--- src/rtl/fetch_if.sv ---
// -----------------------------------------------------------------------------
// fetch_if
// Purpose : groups every signal between the instruction-fetch controller and
//           its neighbours (PC register, instruction memory, decode stage and
//           redirect sources) into one bundle.
// Modports:
//   master - the fetch controller: drives PC control, memory request, IR and
//            FAULT; receives PC, memory response, IR_READY and redirects.
//   slave  - the environment around the controller (mirror image of master).
// Signals :
//   pc_in      current PC from the PC register
//   pc_en      PC register enable
//   pc_mode    0 = increment by 4, 1 = load pc_d
//   pc_d       PC load value (0 whenever pc_mode = 0)
//   imem_req   instruction read request, held until imem_ack
//   imem_addr  read address, always equal to pc_in
//   imem_ack   one-cycle read completion strobe
//   imem_data  read data, meaningful only with imem_ack
//   ir         fetched instruction
//   ir_valid   ir holds a valid instruction
//   ir_ready   downstream ready to take ir
//   br_taken   branch redirect pulse, br_target sampled with it
//   br_target  branch redirect target
//   exc        exception redirect pulse
//   fault      one-cycle pulse on misaligned target or fetch timeout
//
// Handshake on ir: the instruction transfers in a cycle where ir_valid = 1 and
// ir_ready = 1. While ir_valid = 1 and ir_ready = 0, ir and ir_valid are held
// stable; ir_valid only drops early when a redirect kills the instruction.
// -----------------------------------------------------------------------------
interface fetch_if;
    logic [31:0] pc_in;
    logic        pc_en;
    logic        pc_mode;
    logic [31:0] pc_d;
    logic        imem_req;
    logic [31:0] imem_addr;
    logic        imem_ack;
    logic [31:0] imem_data;
    logic [31:0] ir;
    logic        ir_valid;
    logic        ir_ready;
    logic        br_taken;
    logic [31:0] br_target;
    logic        exc;
    logic        fault;

    modport master (
        input  pc_in, imem_ack, imem_data, ir_ready, br_taken, br_target, exc,
        output pc_en, pc_mode, pc_d, imem_req, imem_addr, ir, ir_valid, fault
    );

    modport slave (
        output pc_in, imem_ack, imem_data, ir_ready, br_taken, br_target, exc,
        input  pc_en, pc_mode, pc_d, imem_req, imem_addr, ir, ir_valid, fault
    );
endinterface

--- src/rtl/fetch_ctrl.sv ---
// -----------------------------------------------------------------------------
// fetch_ctrl
// Purpose : instruction-fetch sequencer. Requests one instruction at the
//           current PC, captures it into IR, hands it downstream with a
//           valid/ready handshake, and steers the external PC register for
//           sequential flow, branches, exceptions and fetch timeouts.
// Ports   :
//   clk_i          single clock, rising edge
//   res_i          synchronous active-high reset
//   bus            fetch_if.master bundle (PC, IMEM, IR, redirects, FAULT)
//   state_o        current FSM state (0 = BOOT, 1 = FETCH, 2 = ISSUE)
//   pc_at_reset_o  1 when pc_in equals RESET_VECTOR
// -----------------------------------------------------------------------------
module fetch_ctrl #(
    parameter logic [31:0] RESET_VECTOR = 32'h1A000000,
    parameter logic [31:0] EXC_VECTOR   = 32'h1A000100,
    parameter int unsigned ACK_TIMEOUT  = 16
) (
    input  logic       clk_i,
    input  logic       res_i,
    fetch_if.master    bus,
    output logic [1:0] state_o,
    output logic       pc_at_reset_o
);

    typedef enum logic [1:0] {
        ST_BOOT  = 2'd0,
        ST_FETCH = 2'd1,
        ST_ISSUE = 2'd2
    } state_t;

    localparam logic [4:0] TMO_LIMIT = 5'(ACK_TIMEOUT);

    state_t      state_q, state_d;
    logic [31:0] ir_q, ir_d;
    logic        ir_valid_q, ir_valid_d;
    logic        squash_q, squash_d;
    logic [4:0]  tmo_q, tmo_d;

    logic        active;
    logic        in_fetch;
    logic        timeout;
    logic        br_aligned;
    logic        redirect;
    logic        redir_br;
    logic        fault_w;
    logic        ack_fetch;
    logic [31:0] redir_pc;

    // Redirects are only honoured once out of BOOT and out of reset.
    assign active     = !res_i && (state_q != ST_BOOT);
    assign in_fetch   = active && (state_q == ST_FETCH);
    assign timeout    = in_fetch && (tmo_q == TMO_LIMIT);
    assign br_aligned = (bus.br_target[1:0] == 2'b00);

    // A timeout behaves like an exception; a misaligned branch also lands on
    // the exception vector. Only an aligned branch without EXC uses br_target.
    assign redirect  = active && (bus.exc || bus.br_taken || timeout);
    assign redir_br  = !timeout && !bus.exc && bus.br_taken && br_aligned;
    assign redir_pc  = redir_br ? bus.br_target : EXC_VECTOR;
    assign fault_w   = active && (timeout || (!bus.exc && bus.br_taken && !br_aligned));

    // The request is dropped in the timeout cycle, so an ACK there is ignored.
    assign ack_fetch = in_fetch && bus.imem_ack && !timeout;

    // ---------------------------------------------------------------- state
    always_ff @(posedge clk_i) begin
        if (res_i) begin
            state_q    <= ST_BOOT;
            ir_q       <= 32'h0;
            ir_valid_q <= 1'b0;
            squash_q   <= 1'b0;
            tmo_q      <= 5'd0;
        end else begin
            state_q    <= state_d;
            ir_q       <= ir_d;
            ir_valid_q <= ir_valid_d;
            squash_q   <= squash_d;
            tmo_q      <= tmo_d;
        end
    end

    // ----------------------------------------------------------- next state
    always_comb begin
        state_d    = state_q;
        ir_d       = ir_q;
        ir_valid_d = ir_valid_q;
        squash_d   = squash_q;
        tmo_d      = tmo_q;

        case (state_q)
            ST_BOOT: begin
                state_d = ST_FETCH;
                tmo_d   = 5'd0;
            end

            ST_FETCH: begin
                if (timeout) begin
                    // The abandoned request may still be answered later;
                    // squash makes sure that late ACK is thrown away.
                    squash_d   = 1'b1;
                    ir_valid_d = 1'b0;
                    tmo_d      = 5'd0;
                end else if (redirect) begin
                    ir_valid_d = 1'b0;
                    if (bus.imem_ack) begin
                        // Data for the old PC arrives now: drop it, nothing
                        // left outstanding.
                        squash_d = 1'b0;
                        tmo_d    = 5'd0;
                    end else begin
                        squash_d = 1'b1;
                        tmo_d    = 5'(tmo_q + 5'd1);
                    end
                end else if (bus.imem_ack) begin
                    tmo_d = 5'd0;
                    if (squash_q) begin
                        // Stale response; re-issue at the redirected PC.
                        squash_d = 1'b0;
                    end else begin
                        ir_d       = bus.imem_data;
                        ir_valid_d = 1'b1;
                        state_d    = ST_ISSUE;
                    end
                end else begin
                    tmo_d = 5'(tmo_q + 5'd1);
                end
            end

            ST_ISSUE: begin
                tmo_d = 5'd0;
                if (redirect) begin
                    ir_valid_d = 1'b0;
                    state_d    = ST_FETCH;
                end else if (ir_valid_q && bus.ir_ready) begin
                    ir_valid_d = 1'b0;
                    state_d    = ST_FETCH;
                end
            end

            default: begin
                state_d = ST_BOOT;
            end
        endcase
    end

    // -------------------------------------------------------------- outputs
    always_comb begin
        bus.pc_en     = 1'b0;
        bus.pc_mode   = 1'b0;
        bus.pc_d      = 32'h0;
        bus.imem_req  = in_fetch && !timeout;
        bus.imem_addr = bus.pc_in;
        bus.ir        = ir_q;
        bus.ir_valid  = ir_valid_q;
        bus.fault     = fault_w;

        if (redirect) begin
            bus.pc_en   = 1'b1;
            bus.pc_mode = 1'b1;
            bus.pc_d    = redir_pc;
        end else if (ack_fetch && !squash_q) begin
            bus.pc_en = 1'b1;
        end
    end

    assign state_o       = state_q;
    assign pc_at_reset_o = (bus.pc_in == RESET_VECTOR);

endmodule

--- src/flat_wrapper.sv ---
// flat-port wrapper written by rule: the top's interface ports become plain ports
module fetch_ctrl_flat 
#(
    parameter logic [31:0] RESET_VECTOR = 32'h1A000000,
    parameter logic [31:0] EXC_VECTOR   = 32'h1A000100,
    parameter int unsigned ACK_TIMEOUT  = 16
)
  (clk_i, res_i, state_o, pc_at_reset_o, bus_pc_in, bus_imem_ack, bus_imem_data, bus_ir_ready, bus_br_taken, bus_br_target, bus_exc, bus_pc_en, bus_pc_mode, bus_pc_d, bus_imem_req, bus_imem_addr, bus_ir, bus_ir_valid, bus_fault);
  fetch_if bus_i ();
  input  logic clk_i;
  input  logic res_i;
  output logic [1:0] state_o;
  output logic pc_at_reset_o;
  input wire logic [$bits(bus_i.pc_in)-1:0] bus_pc_in;
  input wire logic [$bits(bus_i.imem_ack)-1:0] bus_imem_ack;
  input wire logic [$bits(bus_i.imem_data)-1:0] bus_imem_data;
  input wire logic [$bits(bus_i.ir_ready)-1:0] bus_ir_ready;
  input wire logic [$bits(bus_i.br_taken)-1:0] bus_br_taken;
  input wire logic [$bits(bus_i.br_target)-1:0] bus_br_target;
  input wire logic [$bits(bus_i.exc)-1:0] bus_exc;
  output wire logic [$bits(bus_i.pc_en)-1:0] bus_pc_en;
  output wire logic [$bits(bus_i.pc_mode)-1:0] bus_pc_mode;
  output wire logic [$bits(bus_i.pc_d)-1:0] bus_pc_d;
  output wire logic [$bits(bus_i.imem_req)-1:0] bus_imem_req;
  output wire logic [$bits(bus_i.imem_addr)-1:0] bus_imem_addr;
  output wire logic [$bits(bus_i.ir)-1:0] bus_ir;
  output wire logic [$bits(bus_i.ir_valid)-1:0] bus_ir_valid;
  output wire logic [$bits(bus_i.fault)-1:0] bus_fault;
  assign bus_i.pc_in = bus_pc_in;
  assign bus_i.imem_ack = bus_imem_ack;
  assign bus_i.imem_data = bus_imem_data;
  assign bus_i.ir_ready = bus_ir_ready;
  assign bus_i.br_taken = bus_br_taken;
  assign bus_i.br_target = bus_br_target;
  assign bus_i.exc = bus_exc;
  assign bus_pc_en = bus_i.pc_en;
  assign bus_pc_mode = bus_i.pc_mode;
  assign bus_pc_d = bus_i.pc_d;
  assign bus_imem_req = bus_i.imem_req;
  assign bus_imem_addr = bus_i.imem_addr;
  assign bus_ir = bus_i.ir;
  assign bus_ir_valid = bus_i.ir_valid;
  assign bus_fault = bus_i.fault;
  fetch_ctrl #(.RESET_VECTOR(RESET_VECTOR), .EXC_VECTOR(EXC_VECTOR), .ACK_TIMEOUT(ACK_TIMEOUT)) u_core (.clk_i(clk_i), .res_i(res_i), .bus(bus_i), .state_o(state_o), .pc_at_reset_o(pc_at_reset_o));
endmodule
--- config.mk ---
export PLATFORM = sky130hd
export DESIGN_NAME = fetch_ctrl_flat
export DESIGN_NICKNAME = d
export VERILOG_FILES = /design/src/rtl/fetch_if.sv /design/src/rtl/fetch_ctrl.sv /design/src/flat_wrapper.sv
export SDC_FILE = /design/constraint.sdc
export NUM_CORES = 1
export LEC_CHECK = 0
export CORE_MARGIN = 2
export CORE_UTILIZATION = 35
export CTS_CLUSTER_DIAMETER = 60
export DETAILED_ROUTE_END_ITERATION = 6
export GPL_TIMING_DRIVEN = 0
export PLACE_DENSITY = 0.93
export SLEW_MARGIN = 10
export SYNTH_ARGS = -nofsm -noshare
export SYNTH_HDL_FRONTEND = slang
export SYNTH_SLANG_ARGS = --single-unit
--- constraint.sdc ---
create_clock -name clk_i -period 3.7 [get_ports clk_i]
set_input_delay 0.74 -clock clk_i [delete_from_list [all_inputs] [get_ports clk_i]]
set_output_delay 0.74 -clock clk_i [all_outputs]
set_load 0.02 [all_outputs]
* Yosys cells after proc, flatten, opt, wreduce, memory -nomap -nowiden *
Index checks and enable logic that the tools add are counted.

operators by class
  reductions and logical operators = 34
  multiplexer cells = 26
  equality and inequality tests = 11
  bitwise operators = 3
  add/subtract/negate cells = 1

operators with widths
  cell                                                   count
  2-to-1 mux 32 bit                                      2
  equality test 32 x 29 -> 1 bit, second input constant  1
  logical AND 1 bit                                      15
  2-to-1 mux 1 bit                                       13
  2-to-1 mux 2 bit                                       6
  2-to-1 mux 5 bit                                       2
  one-hot mux 5 bit (2 select lines)                     1
  AND reduction 5 bit                                    2
  inequality test 2 bit, second input constant           4
  one-hot mux 2 bit (3 select lines)                     1
  nonzero test 2 bit                                     3
  adder 5 x 1 -> 5 bit, second input constant            1
  equality test 5 bit, second input constant             1
  logical NOT 1 bit                                      5
  logical NOT 2 bit                                      2
  inequality test 4 x 2 -> 1 bit, second input constant  1
  inequality test 4 bit, second input constant           1
  AND reduction 4 bit                                    1
  logical OR 1 bit                                       3
  inequality test 3 x 1 -> 1 bit, second input constant  1
  inverter 1 bit                                         3
  nonzero test 3 bit                                     1
  equality test 2 x 1 -> 1 bit, second input constant    1
  equality test 2 bit, second input constant             1
  3 further kinds                                        3

storage, ports and cells
  input port bits = 102
  output and inout bits = 104
  flip-flop bits (word level) = 41

* Depth between registers and ports, before layout *
  depth after elaboration = 10
  mapped depth = 8
  mapped depth without buffers = 6

* Worst setup path before layout *
OpenSTA, ideal clock, no wires.

  path type = register to output
  start point = reg u_core.state_q[0], in the netlist u_core.state_o[0]
  end point = out bus_pc_d[25]
  cell stages (with the launch flop) = 7
  path slack = 0.956 ns
  data arrival time = 2.004 ns
  buffers on the path = 1
  cell sequence = dfxtp_1 > inv_1 > ha_1 > or3b_1 > buf_6 > o22ai_2 > o21a_1

on the way
  longest elaborated chain between the ends = 10
  elaborated cells between the ends (all ways) = 13
  those cells by class = 1 x eq/ne; 2 x mux; 10 x reduce/logical

ends and longest elaborated chain
  what                            RTL line            text
  from (decl)                     fetch_ctrl.sv:34    state_t state_q, state_d;
  from (signal assigned)          fetch_ctrl.sv:75    state_q <= state_d;
  nonzero test 2 bit              fetch_ctrl.sv:51    assign active = !res_i && (state_q != ST_BOOT);
  logical AND 1 bit               fetch_ctrl.sv:51
  logical AND 1 bit               fetch_ctrl.sv:52    assign in_fetch = active && (state_q == ST_FETCH);
  logical AND 1 bit               fetch_ctrl.sv:53    assign timeout = in_fetch && (tmo_q == TMO_LIMIT);
  logical NOT 1 bit               fetch_ctrl.sv:59    assign redir_br = !timeout && !bus.exc && bus.br_taken && br_aligned;
  logical AND 1 bit (3 in a row)  fetch_ctrl.sv:59
  2-to-1 mux 32 bit               fetch_ctrl.sv:60    assign redir_pc = redir_br ? bus.br_target : EXC_VECTOR;
  2-to-1 mux 32 bit (*)           fetch_ctrl.sv:158   if (redirect) begin
  to (decl)                       flat_wrapper.sv:23  output wire logic [$bits(bus_i.pc_d)-1:0] bus_pc_d;

Mark *: on every way between the ends. The rest lies on a longest branch, timed or not.

* Final worst setup path *
  start point = in bus_br_target[1]
  end point = out bus_pc_d[9]

on the way
  longest elaborated chain between the ends = 4

ends and longest elaborated chain
  what               RTL line            text
  from (decl)        flat_wrapper.sv:19  input wire logic [$bits(bus_i.br_target)-1:0] bus_br_target;
  logical NOT 2 bit  fetch_ctrl.sv:54    assign br_aligned = (bus.br_target[1:0] == 2'b00);
  logical AND 1 bit  fetch_ctrl.sv:59
  2-to-1 mux 32 bit  fetch_ctrl.sv:60
  2-to-1 mux 32 bit  fetch_ctrl.sv:158

No other way between the ends.

==> impl_metrics.csv <==
group,metric,value,unit
routing,wl,9530,um
synth,synth_mux_area_share,0,%
sta,slew_viol_final,0,
worst_hold_path,hold_path.class,"flip-flop to flip-flop",
die,rows,30,
sta,max_slew_margin,66.20,%
setup_path,crit_fanout,10,
die,die-area,0.007655,mm2
sta,setup_viol,0,
setup_path,cp.required,2.96,ns
synth,synth.yosys.warnings,0,
synth,yosys.area_share.xor_xnor,1.077,%
setup_path,endpoint_kind,"output port",
worst_hold_path,worstHoldPathCells,2,
setup_path,crit_path_start_kind,"primary input",
setup_path,critical_path_class,"primary input to output port",
placed_design,placed_cell_area,0.004576,mm2
die,coreArea,0.006756,mm2
setup_path,r2r-end,"u_core.bus.ir_valid$_SDFFE_PP0P_",
die,die_height,87.49,um
routing,routed_via_density,4.679,
sta,finalHoldViolCount,0,
synth,syn_inst,295,
clock_network,htreeDepth,2,
pwr,p_total,1.775,mW
setup_path,reg2reg_slack,1.61,ns
clock_network,cts_hold_buf,0,
synth,yosysUniqueCellTypes,47,
clock_network,path_clk_slew,0.08,ns
synth,yosysTopAreaCell,"dfxtp_1",
setup_path,cp_data_arrival_time,2.77,ns
routing,drtPass1Iterations,4,
pwr,p_per_area,379.4,mW/mm2
synth,synth_most_common_cell,"nand2_1",
synth,synth_compound_area_share,16.26,%
routing,wl_met2,4942,um
clock_network,cts_buffers,5,
final_layout,antenna_cells,0,
outcome,outcome,"completed",
synth,synth_edf_count,0,
synth,synthTopCellsByArea,"dfxtp_1 34%, nand2_1 11%, buf_4 10%, a21oi_1 7.2%, and2_4 7.2%",
pwr,switching_share,36.18,%
die,initial_core_util,36.11,%
synth,postSynth.asyncResetShare,0,%
placed_design,port_buffers,203,
grt,grt_usage,24.11,%
final_layout,stdcell_count,588,
flow_run,maxCapViolCount,0,
pwr,seqPwrFrac,31.1,%
setup_path,cp_num_cells,8,
synth,synth_top_family_by_area,"simple AND/OR/NAND/NOR gates",
sta,period_share,94.76,%
pwr,combPwrFrac,50.0,%
placed_design,post-dp-hpwl,7888,um
setup_path,crit_buf_inv,4,
clock_network,root_buffer,"clkbuf_8",
sta,timing.fmax,285.2,MHz
synth,synthAdderAreaFrac,3.077,%
routing,wl_met3,666,um
final_layout,drive_gt1_share,17.13,%
sta,tightest_slew,0.5070,ns
grt,grt_overflow,0,
routing,drtIter0Drc,99,
synth,syn_avg_cell_area,8.271,um2
routing,vias,2751,
clock_network,clkSinkCount,41,
placed_design,place_inst,579,
routing,routed.top_layer,"met4",
routing,routedWlPerCell,16.21,um
final_layout,fin_nets,615,
pwr,p_clk_share,18.9,%
placed_design,gp_congestion,0.8786,
synth,synthFlopType,"dfxtp_1",
die,io_pins,206,
routing,ant_nets,0,
synth,synth-simple-area-share,29.28,%
final_layout,stdcell_area,0.004679,mm2
routing,met1_length,3785,um
setup_path,cpMaxStageDelayCell,"clkdlybuf4s50_1",
grt,grt_max_degree,14,
synth,ys_ff_latch,41,
setup_path,worstPathCellList,"clkdlybuf4s50_1 -> nor2_1 -> o2111ai_4 -> nor3_4 -> buf_4 -> buf_6 -> and2_4 -> dlygate4sd2_1",
pwr,vdd_drop_max,0.3483,mV
pwr,internal-power,1.133,mW
setup_path,r2r-start,"u_core.state_o[1]$_SDFFE_PP0P_",
setup_path,max_stage_delay,0.40,ns
synth,synth_top_cell_area_share,33.64,%
clock_network,cts.path.max_buffers,2,
grt,grt_pass1_wl,14290,um
grt,grt_pass1_vias,2849,
worst_hold_path,whs_endpoint,"u_core.bus.ir[13]$_SDFFE_PP0P_",
routing,remaining_drc_errors,0,
grt,grt_antenna_before_repair,0,
pwr,switchingPower,0.6423,mW
sta,skew,0.008321,ns
setup_path,crit_family,"buffers and inverters",
synth,synth_common_cells,"70 x nand2_1, 41 x dfxtp_1, 35 x a21oi_1",
clock_network,cts_tree,"yes",
clock_network,clock_latency,0.29,ns
worst_hold_path,min_from,"u_core.bus.ir[13]$_SDFFE_PP0P_",
pwr,leakage,1.984,nW
setup_path,reg2reg_depth,7,
sta,rsz0062_at_grt,"false",
synth,synthesis.area,0.002440,mm2
sta,period_needed,3.506,ns
synth,yosysSeqAreaShare,33.64,%
final_layout,area_growth,91.79,%
die,die_x,87.49,um
how the worst max path moves through the flow:
stage                                        start           end  slack [ns]
global route        u_core.state_o[1]$_SDFFE_PP0P_  bus_pc_d[17]        0.09
CTS                                          res_i   bus_pc_d[8]        0.02
floorplan           u_core.state_o[0]$_SDFFE_PP0P_  bus_pc_d[25]        0.96
finish                            bus_br_target[1]   bus_pc_d[9]        0.19
detailed placement                           res_i  bus_pc_d[17]       -0.08
global placement                             res_i   bus_pc_d[9]       -0.05
metal layers:
metal / global-route usage [%] / up-vias
met5: 0 / -
met2: 43.94 / 115
met1: 27.95 / 1251
met3: 5.592 / 11
met4: 6.713 / 0
li1: - / 1374
kinds of logic after synthesis:
logic type / Yosys count
simple gates: 131
compound gates: 58
buf+inv: 55
flops: 41
fa+ha+maj: 6
xor+xnor: 3
other cells: 1
timing repair:
action                                 in CTS  in global routing
setup endpoints to repair                  20                  6
gates resized for setup                    20                  7
endpoints found under the hold margin       0                  0
gates cloned                                0                  0
setup buffers                               0                  1
tightest hold or removal path: cells and delay by family, from the launching register on:
family,cells,cell delay [ns]
AOI/OAI and AO/OA,1,0.05
DFF,1,0.31
and+or+nand+nor,1,0.05
state kept, by name, summed over array words and instances, names as in the netlist:
name and flops:
u_core.squash_q 1, u_core.bus.ir_valid 1, u_core.bus.ir 32, u_core.tmo_q 5
u_core.state_o 2
layout make-up:
class                      instances  area [um2]
clock buffer                       7       96.34
fill                             572        2077
timing repair buffer             204        2031
tap                               80       100.1
buffer                            48       376.6
inverter                           7       26.28
sequential                        41       820.8
clock inverter                     1       8.758
multi-input combinational        200        1220
layout by cell type, fill, tap and decap left out, types with 2 or more instances in the layout:
master	instances
ha_1	6
clkdlybuf4s50_1	177
nor2_1	9
clkbuf_1	4
o21ai_0	2
xor2_1	2
inv_1	7
nand4_1	2
dlymetal6s2s_1	6
buf_6	9
a211oi_1	3
nor4bb_1	2
and2_4	20
clkbuf_8	7
conb_1	2
nor4_1	6
o21a_1	6
nand2_1	70
and2_2	6
nor3b_1	2
nor2b_1	2
buf_4	35
dfxtp_1	41
a21oi_1	35
dlygate4sd2_1	19
power by group through the flow:
stage / combinational, mW / clock (mW) / sequential (mW)
6_report: 0.888 / 0.336 / 0.552
5_1_grt: 0.954 / 0.358 / 0.561
4_1_cts: 0.892 / 0.339 / 0.552
3_5_place_dp: 0.889 / 0 / 0.562
3_3_place_gp: 0.872 / 0 / 0.556
2_1_floorplan: 0.413 / 0 / 0.633
stage by stage:
step / utilization (%) / hold slack (ns) / setup TNS, ns / setup WS [ns]
2_1_floorplan: - / 0.4614 / 0 / 0.9558
5_1_grt: 69.26 / 0.4741 / 0 / 0.09249
3_3_place_gp: 67.72 / 0.4412 / -0.7348 / -0.05486
3_5_place_dp: 67.72 / 0.4471 / -1.083 / -0.07699
6_report: 69.26 / 0.4571 / 0 / 0.1938
4_1_cts: 68.91 / 0.4581 / 0 / 0.02480
No activity file was read; power rests on OpenSTA's default activity.
